## config.mk

```make
export PLATFORM = sky130hd
export DESIGN_NAME = write_back_register_file_flat
export DESIGN_NICKNAME = d
export VERILOG_FILES = /design/src/rtl/write_back_register_file_if.sv /design/src/rtl/write_back_register_file.sv /design/src/flat_wrapper.sv
export SDC_FILE = /design/constraint.sdc
export NUM_CORES = 1
export LEC_CHECK = 0
export CORE_MARGIN = 2
export CORE_UTILIZATION = 55
export DETAILED_ROUTE_END_ITERATION = 16
export HOLD_SLACK_MARGIN = 0.15
export PLACE_DENSITY = 0.74
export SYNTH_ARGS = -nofsm -noshare
export SYNTH_HDL_FRONTEND = slang
export SYNTH_SLANG_ARGS = --single-unit
```

## constraint.sdc

```tcl
create_clock -name Clock -period 1.92 [get_ports Clock]
set_input_delay 0.192 -clock Clock [delete_from_list [all_inputs] [get_ports Clock]]
set_output_delay 0.192 -clock Clock [all_outputs]
set_load 0.01 [all_outputs]
```

## src/rtl/write_back_register_file_if.sv

```systemverilog
// Write-back/read bundle between the CPU datapath and the architectural register file.
interface write_back_register_file_if #(
    parameter int DATA_WIDTH = 17,
    parameter int ADDR_WIDTH = 4
);
    logic [DATA_WIDTH-1:0] WriteData;
    logic [ADDR_WIDTH-1:0] WriteAddr;
    logic                  WriteEnable;
    logic [ADDR_WIDTH-1:0] ReadAddr1;
    logic [ADDR_WIDTH-1:0] ReadAddr2;
    logic [DATA_WIDTH-1:0] ReadData1;
    logic [DATA_WIDTH-1:0] ReadData2;
    logic [DATA_WIDTH-1:0] LinkValue;
    logic                  ClearStart;
    logic                  Busy;

    modport master (
        output WriteData, WriteAddr, WriteEnable, ReadAddr1, ReadAddr2, ClearStart,
        input  ReadData1, ReadData2, LinkValue, Busy
    );

    modport slave (
        input  WriteData, WriteAddr, WriteEnable, ReadAddr1, ReadAddr2, ClearStart,
        output ReadData1, ReadData2, LinkValue, Busy
    );
endinterface

```

## src/rtl/write_back_register_file.sv

```systemverilog
// Sixteen-entry architectural register file with r0 hardwired to zero, a same-cycle
// write-to-read bypass and a sequential clear sweep controlled by a two-state machine.
module write_back_register_file #(
    parameter int DATA_WIDTH = 17,
    parameter int ADDR_WIDTH = 4,
    parameter int LINK_REG   = 10
) (
    input  logic                     Clock,
    input  logic                     Reset,
    write_back_register_file_if.slave bus
);
    localparam int NREGS = 2 ** ADDR_WIDTH;
    localparam logic [ADDR_WIDTH-1:0] LAST_IDX = {ADDR_WIDTH{1'b1}};

    typedef enum logic {IDLE, CLEAR} state_t;

    state_t                state;
    logic                  busy;
    logic [ADDR_WIDTH-1:0] counter;
    logic [DATA_WIDTH-1:0] regs [NREGS];
    logic                  wr_ok;

    // Writes (and therefore the bypass) are only honoured outside the sweep.
    assign wr_ok = bus.WriteEnable && !busy && (bus.WriteAddr != '0);

    always_ff @(posedge Clock) begin
        if (Reset) begin
            state   <= IDLE;
            busy    <= 1'b0;
            counter <= '0;
            for (int i = 0; i < NREGS; i++) begin
                regs[i] <= '0;
            end
        end else begin
            if (wr_ok) begin
                regs[bus.WriteAddr] <= bus.WriteData;
            end
            case (state)
                IDLE: begin
                    if (bus.ClearStart) begin
                        state   <= CLEAR;
                        busy    <= 1'b1;
                        counter <= {{(ADDR_WIDTH-1){1'b0}}, 1'b1};
                    end
                end
                CLEAR: begin
                    regs[counter] <= '0;
                    if (counter == LAST_IDX) begin
                        state <= IDLE;
                        busy  <= 1'b0;
                    end else begin
                        counter <= counter + 1'b1;
                    end
                end
                default: begin
                    state <= IDLE;
                    busy  <= 1'b0;
                end
            endcase
        end
    end

    always_comb begin
        bus.ReadData1 = regs[bus.ReadAddr1];
        if (bus.ReadAddr1 == '0) begin
            bus.ReadData1 = '0;
        end else if (wr_ok && (bus.ReadAddr1 == bus.WriteAddr)) begin
            bus.ReadData1 = bus.WriteData;
        end
    end

    always_comb begin
        bus.ReadData2 = regs[bus.ReadAddr2];
        if (bus.ReadAddr2 == '0) begin
            bus.ReadData2 = '0;
        end else if (wr_ok && (bus.ReadAddr2 == bus.WriteAddr)) begin
            bus.ReadData2 = bus.WriteData;
        end
    end

    assign bus.LinkValue = regs[LINK_REG];
    assign bus.Busy      = busy;
endmodule

```

## src/flat_wrapper.sv

```systemverilog
// flat-port wrapper written by rule: the top's interface ports become plain ports
module write_back_register_file_flat 
#(
    parameter int DATA_WIDTH = 17,
    parameter int ADDR_WIDTH = 4,
    parameter int LINK_REG   = 10
)
  (Clock, Reset, bus_WriteData, bus_WriteAddr, bus_WriteEnable, bus_ReadAddr1, bus_ReadAddr2, bus_ClearStart, bus_ReadData1, bus_ReadData2, bus_LinkValue, bus_Busy);
  write_back_register_file_if #(.DATA_WIDTH(DATA_WIDTH), .ADDR_WIDTH(ADDR_WIDTH)) bus_i ();
  input  logic Clock;
  input  logic Reset;
  input wire logic [$bits(bus_i.WriteData)-1:0] bus_WriteData;
  input wire logic [$bits(bus_i.WriteAddr)-1:0] bus_WriteAddr;
  input wire logic [$bits(bus_i.WriteEnable)-1:0] bus_WriteEnable;
  input wire logic [$bits(bus_i.ReadAddr1)-1:0] bus_ReadAddr1;
  input wire logic [$bits(bus_i.ReadAddr2)-1:0] bus_ReadAddr2;
  input wire logic [$bits(bus_i.ClearStart)-1:0] bus_ClearStart;
  output wire logic [$bits(bus_i.ReadData1)-1:0] bus_ReadData1;
  output wire logic [$bits(bus_i.ReadData2)-1:0] bus_ReadData2;
  output wire logic [$bits(bus_i.LinkValue)-1:0] bus_LinkValue;
  output wire logic [$bits(bus_i.Busy)-1:0] bus_Busy;
  assign bus_i.WriteData = bus_WriteData;
  assign bus_i.WriteAddr = bus_WriteAddr;
  assign bus_i.WriteEnable = bus_WriteEnable;
  assign bus_i.ReadAddr1 = bus_ReadAddr1;
  assign bus_i.ReadAddr2 = bus_ReadAddr2;
  assign bus_i.ClearStart = bus_ClearStart;
  assign bus_ReadData1 = bus_i.ReadData1;
  assign bus_ReadData2 = bus_i.ReadData2;
  assign bus_LinkValue = bus_i.LinkValue;
  assign bus_Busy = bus_i.Busy;
  write_back_register_file #(.DATA_WIDTH(DATA_WIDTH), .ADDR_WIDTH(ADDR_WIDTH), .LINK_REG(LINK_REG)) u_core (.Clock(Clock), .Reset(Reset), .bus(bus_i));
endmodule
```

==> out/qor.csv <==
metric,value,unit
final hold violations,0,
depth of the worst hold-timing path,3,
endpoint required time on the critical path,1.73,ns
slew margin rel.,50.6,%
result of the run,"finished, violations left",
number of flops mapped to enable cells by yosys,0,
Max Clock Freq,0.416,GHz
largest cells by area after synthesis,"sky130_fd_sc_hd__dfxtp_1 35%, sky130_fd_sc_hd__mux2i_1 12%, sky130_fd_sc_hd__nand3b_1 9.6%",
synth-to-layout area growth,28.7,%
clock root buffer,sky130_fd_sc_hd__clkbuf_16,
number of antenna violations at the first check in global routing,0,
post-synthesis register bit count,278,
top-area cell type share of the netlist area,34.7,%
clock buffer depth,3,
worst path setup slack after routing,-0.482,ns
share of final-layout standard cells stronger than drive strength 1,26.8,%
via count of the first global-routing pass,14600,
top cell types by occurrence after synthesis,"278 x sky130_fd_sc_hd__dfxtp_1, 223 x sky130_fd_sc_hd__nand2_1, 209 x sky130_fd_sc_hd__a21oi_1, 204 x sky130_fd_sc_hd__nand3b_1, 187 x sky130_fd_sc_hd__mux2i_1",
placeable core area,28700,µm²
vias per inst,6.58,
critical path buffer and inverter count,1,
DIE AREA,30500,µm²
pin count of the biggest net entering global routing,177,
floorplan die height,175,µm
main flop type after synthesis,sky130_fd_sc_hd__dfxtp_1,
hold-critical path endpoint,u_core.bus.Busy,
average cell area after synthesis,8.99,µm²
cell chain of the critical path,mux4_2 -> mux2_4 -> a211oi_2 -> a21oi_2 -> buf_2,
type of the worst min-delay path,in -> reg,
insertion delay of the later-clocked pin in the worst-skew pair,0.56,ns
"Max FO, Critical Path",3,
level count of the clock H-tree,1,
total wire length after detailed routing,58.1,mm
Final nets,1951,
total power draw,13.8,mW
Ports,85,
number of DRC violations after detailed-routing iteration 0,2148,
CTS buffer count,30,
setup repair after global routing missed its margin,yes,
DP Worst Slack,-0.961,ns
"slowest stage delay, CP",0.46,ns
cell count of the worst reg-to-reg path,6,
maximum VDD drop,0.000703,V
distinct cell type count of the synthesized netlist,45,
Yosys warning total,0,
drt first pass iters,6,
crit-path leading delay family,multiplexers,
cells after synthesis,1782,
global-route wire length before repair,87.5,mm
total routing usage reported by global routing,36.7,%
Std-Cell Rows,62,
final number of setup-violating endpoints,34,
Worst R2R End,u_core.regs[3][7],
post-route antenna net violation count,0,
CP endpoint kind,primary output,
transition at the pin with the smallest max-transition slack,0.740,ns
violations in the final reports,setup timing,
Worst-path clk slew,0.06,ns
post-synthesis sequential area ratio,34.7,%
final clock skew,0.00891,ns
async set-reset flop share out of synthesis,0,%
startpoint of the lowest-slack hold path,bus_ClearStart,
Worst EP arrival,2.21,ns
kind of launch point of the worst setup path,flop,
# Max-Cap Violations,0,
number of inserted diodes,0,
CTS tree,built,
Die Span X,175,µm
Setup Total Neg Slack,-7.81,ns
type of the worst setup path,reg -> out,
DR vias,15300,
weighted congestion at the end of routability-driven global placement,1.06,
R2R Path Start,u_core.bus.Busy,
min cycle time layout,2.40,ns
buffers added on ports,84,
cell accounting for the most synthesized area,sky130_fd_sc_hd__dfxtp_1,
HPWL after detailed placement,39.9,mm
initial core utilization,55.8,%
static leakage,7.89,nW
total clock sinks,278,
fin. max-slew vios,0,
Tcrit/Tclk final,125,%
most numerous cell in the Yosys netlist,sky130_fd_sc_hd__dfxtp_1,
areal power density over the cells,672,nW/µm²
DR DRC count,0,
post-synth design cell area,16000,µm²
total nets after synthesis,1819,
"setup slack, reg-to-reg",0.22,ns
slowest cell on the critical path,sky130_fd_sc_hd__mux4_2,
count of filler cells inserted in the layout,2099,
GRT overflow,0,
post-DR wirelength/cell,25.0,µm
-- sequential cells by signal, indices dropped and copies added (netlist names) --
name	count
u_core.bus.Busy	1
u_core.counter	4
u_core.regs	272
u_core.state	1
-- metrics by stage --
step                      std cells  hold WS [ns]  utilization, %  cell area, µm²
after CTS                      2320         0.253            70.6           20300
after detailed placement       2259         0.471            65.1           18700
final                          2321         0.255            71.8           20600
after global placement         2259         0.464            65.1           18700
after global routing           2321         0.279            71.8           20600
after floorplan                1782         0.358               -           16000
-- cell usage in the layout, fill, tap and decap left out, drive strengths merged, types with 2 or more instances in the layout --
master,instances
a211oi,35
a21oi,209
a31oi,34
and2,30
and4bb,2
buf,256
bufinv,5
clkbuf,40
clkdlybuf4s15,4
clkdlybuf4s50,37
clkinv,11
dfxtp,278
dlygate4sd2,2
ha,4
inv,3
mux2,2
mux2i,187
mux4,68
nand2,224
nand2b,3
nand3,34
nand3b,207
nand4,2
nor2,66
nor2b,54
nor3,4
nor3b,2
o211ai,3
o21ai,2
o22ai,69
o31ai,34
or2,4
or3,3
or3b,4
xnor2,8
-- cell type report --
type                            instances  area, µm²  share of cell area, %
Tap cell                              384        480                   2.33
Clock buffer                           38        852                   4.13
Timing Repair Buffer                  302       3220                   15.6
Clock inverter                         17        216                   1.05
Multi-Input combinational cell       1299      10200                   49.7
Sequential cell                       278       5590                   27.1
Inverter                                3       11.3                 0.0546
-- how the worst max path moves through the flow --
stage	end	cells past startpoint	start
CTS	bus_ReadData1[15]	5	u_core.regs[10][15]
detailed placement	bus_ReadData2[16]	7	bus_ReadAddr2[3]
global route	bus_ReadData2[15]	5	u_core.regs[11][15]
finish	bus_ReadData2[15]	5	u_core.regs[14][15]
global placement	bus_ReadData2[16]	7	bus_ReadAddr2[3]
floorplan	bus_ReadData1[10]	5	bus_ReadAddr1[2]
-- tightest hold or removal path, delay by kind of cell --
kind | cells | cell delay [ns]
buf+inv | 1 | 0.42
simple gates | 1 | 0.09
compound gates | 1 | 0.06
-- power by group --
part	total [mW]	internal [mW]	switching, mW
Combinational	1.65	0.742	0.913
Sequential	5.89	5.83	0.0548
Clock	6.30	3.79	2.51
Total	13.8	10.4	3.48
-- layer usage --
| layer | routed length [µm] | vias up | global-route usage [%] |
|---|---|---|---|
| li1 | - | 6715 | - |
| met1 | 23200 | 7496 | 50.0 |
| met2 | 26700 | 907 | 58.6 |
| met3 | 6200 | 143 | 8.57 |
| met4 | 1950 | 0 | 10.6 |
| met5 | 0 | - | 0 |
-- cell families after synthesis --
logic type               share of synthesized area, %
AO/OA/AOI/OAI                                    14.0
XOR/XNOR                                        0.437
adder cells (fa/ha/maj)                         0.312
buffers and inverters                            6.42
flip-flops                                       34.7
multiplexers                                     21.4
AND/OR/NAND/NOR                                  22.7
-- what timing repair did --
item,in CTS,in global routing
endpoints found under the setup margin,34,34
gates resized for setup,263,64
setup buffers,9,6
hold buffers,1,0
cloned,3,1
endpoints found under the hold margin,13,0
pin swaps,49,26
No activity file was read; power rests on OpenSTA's default activity.
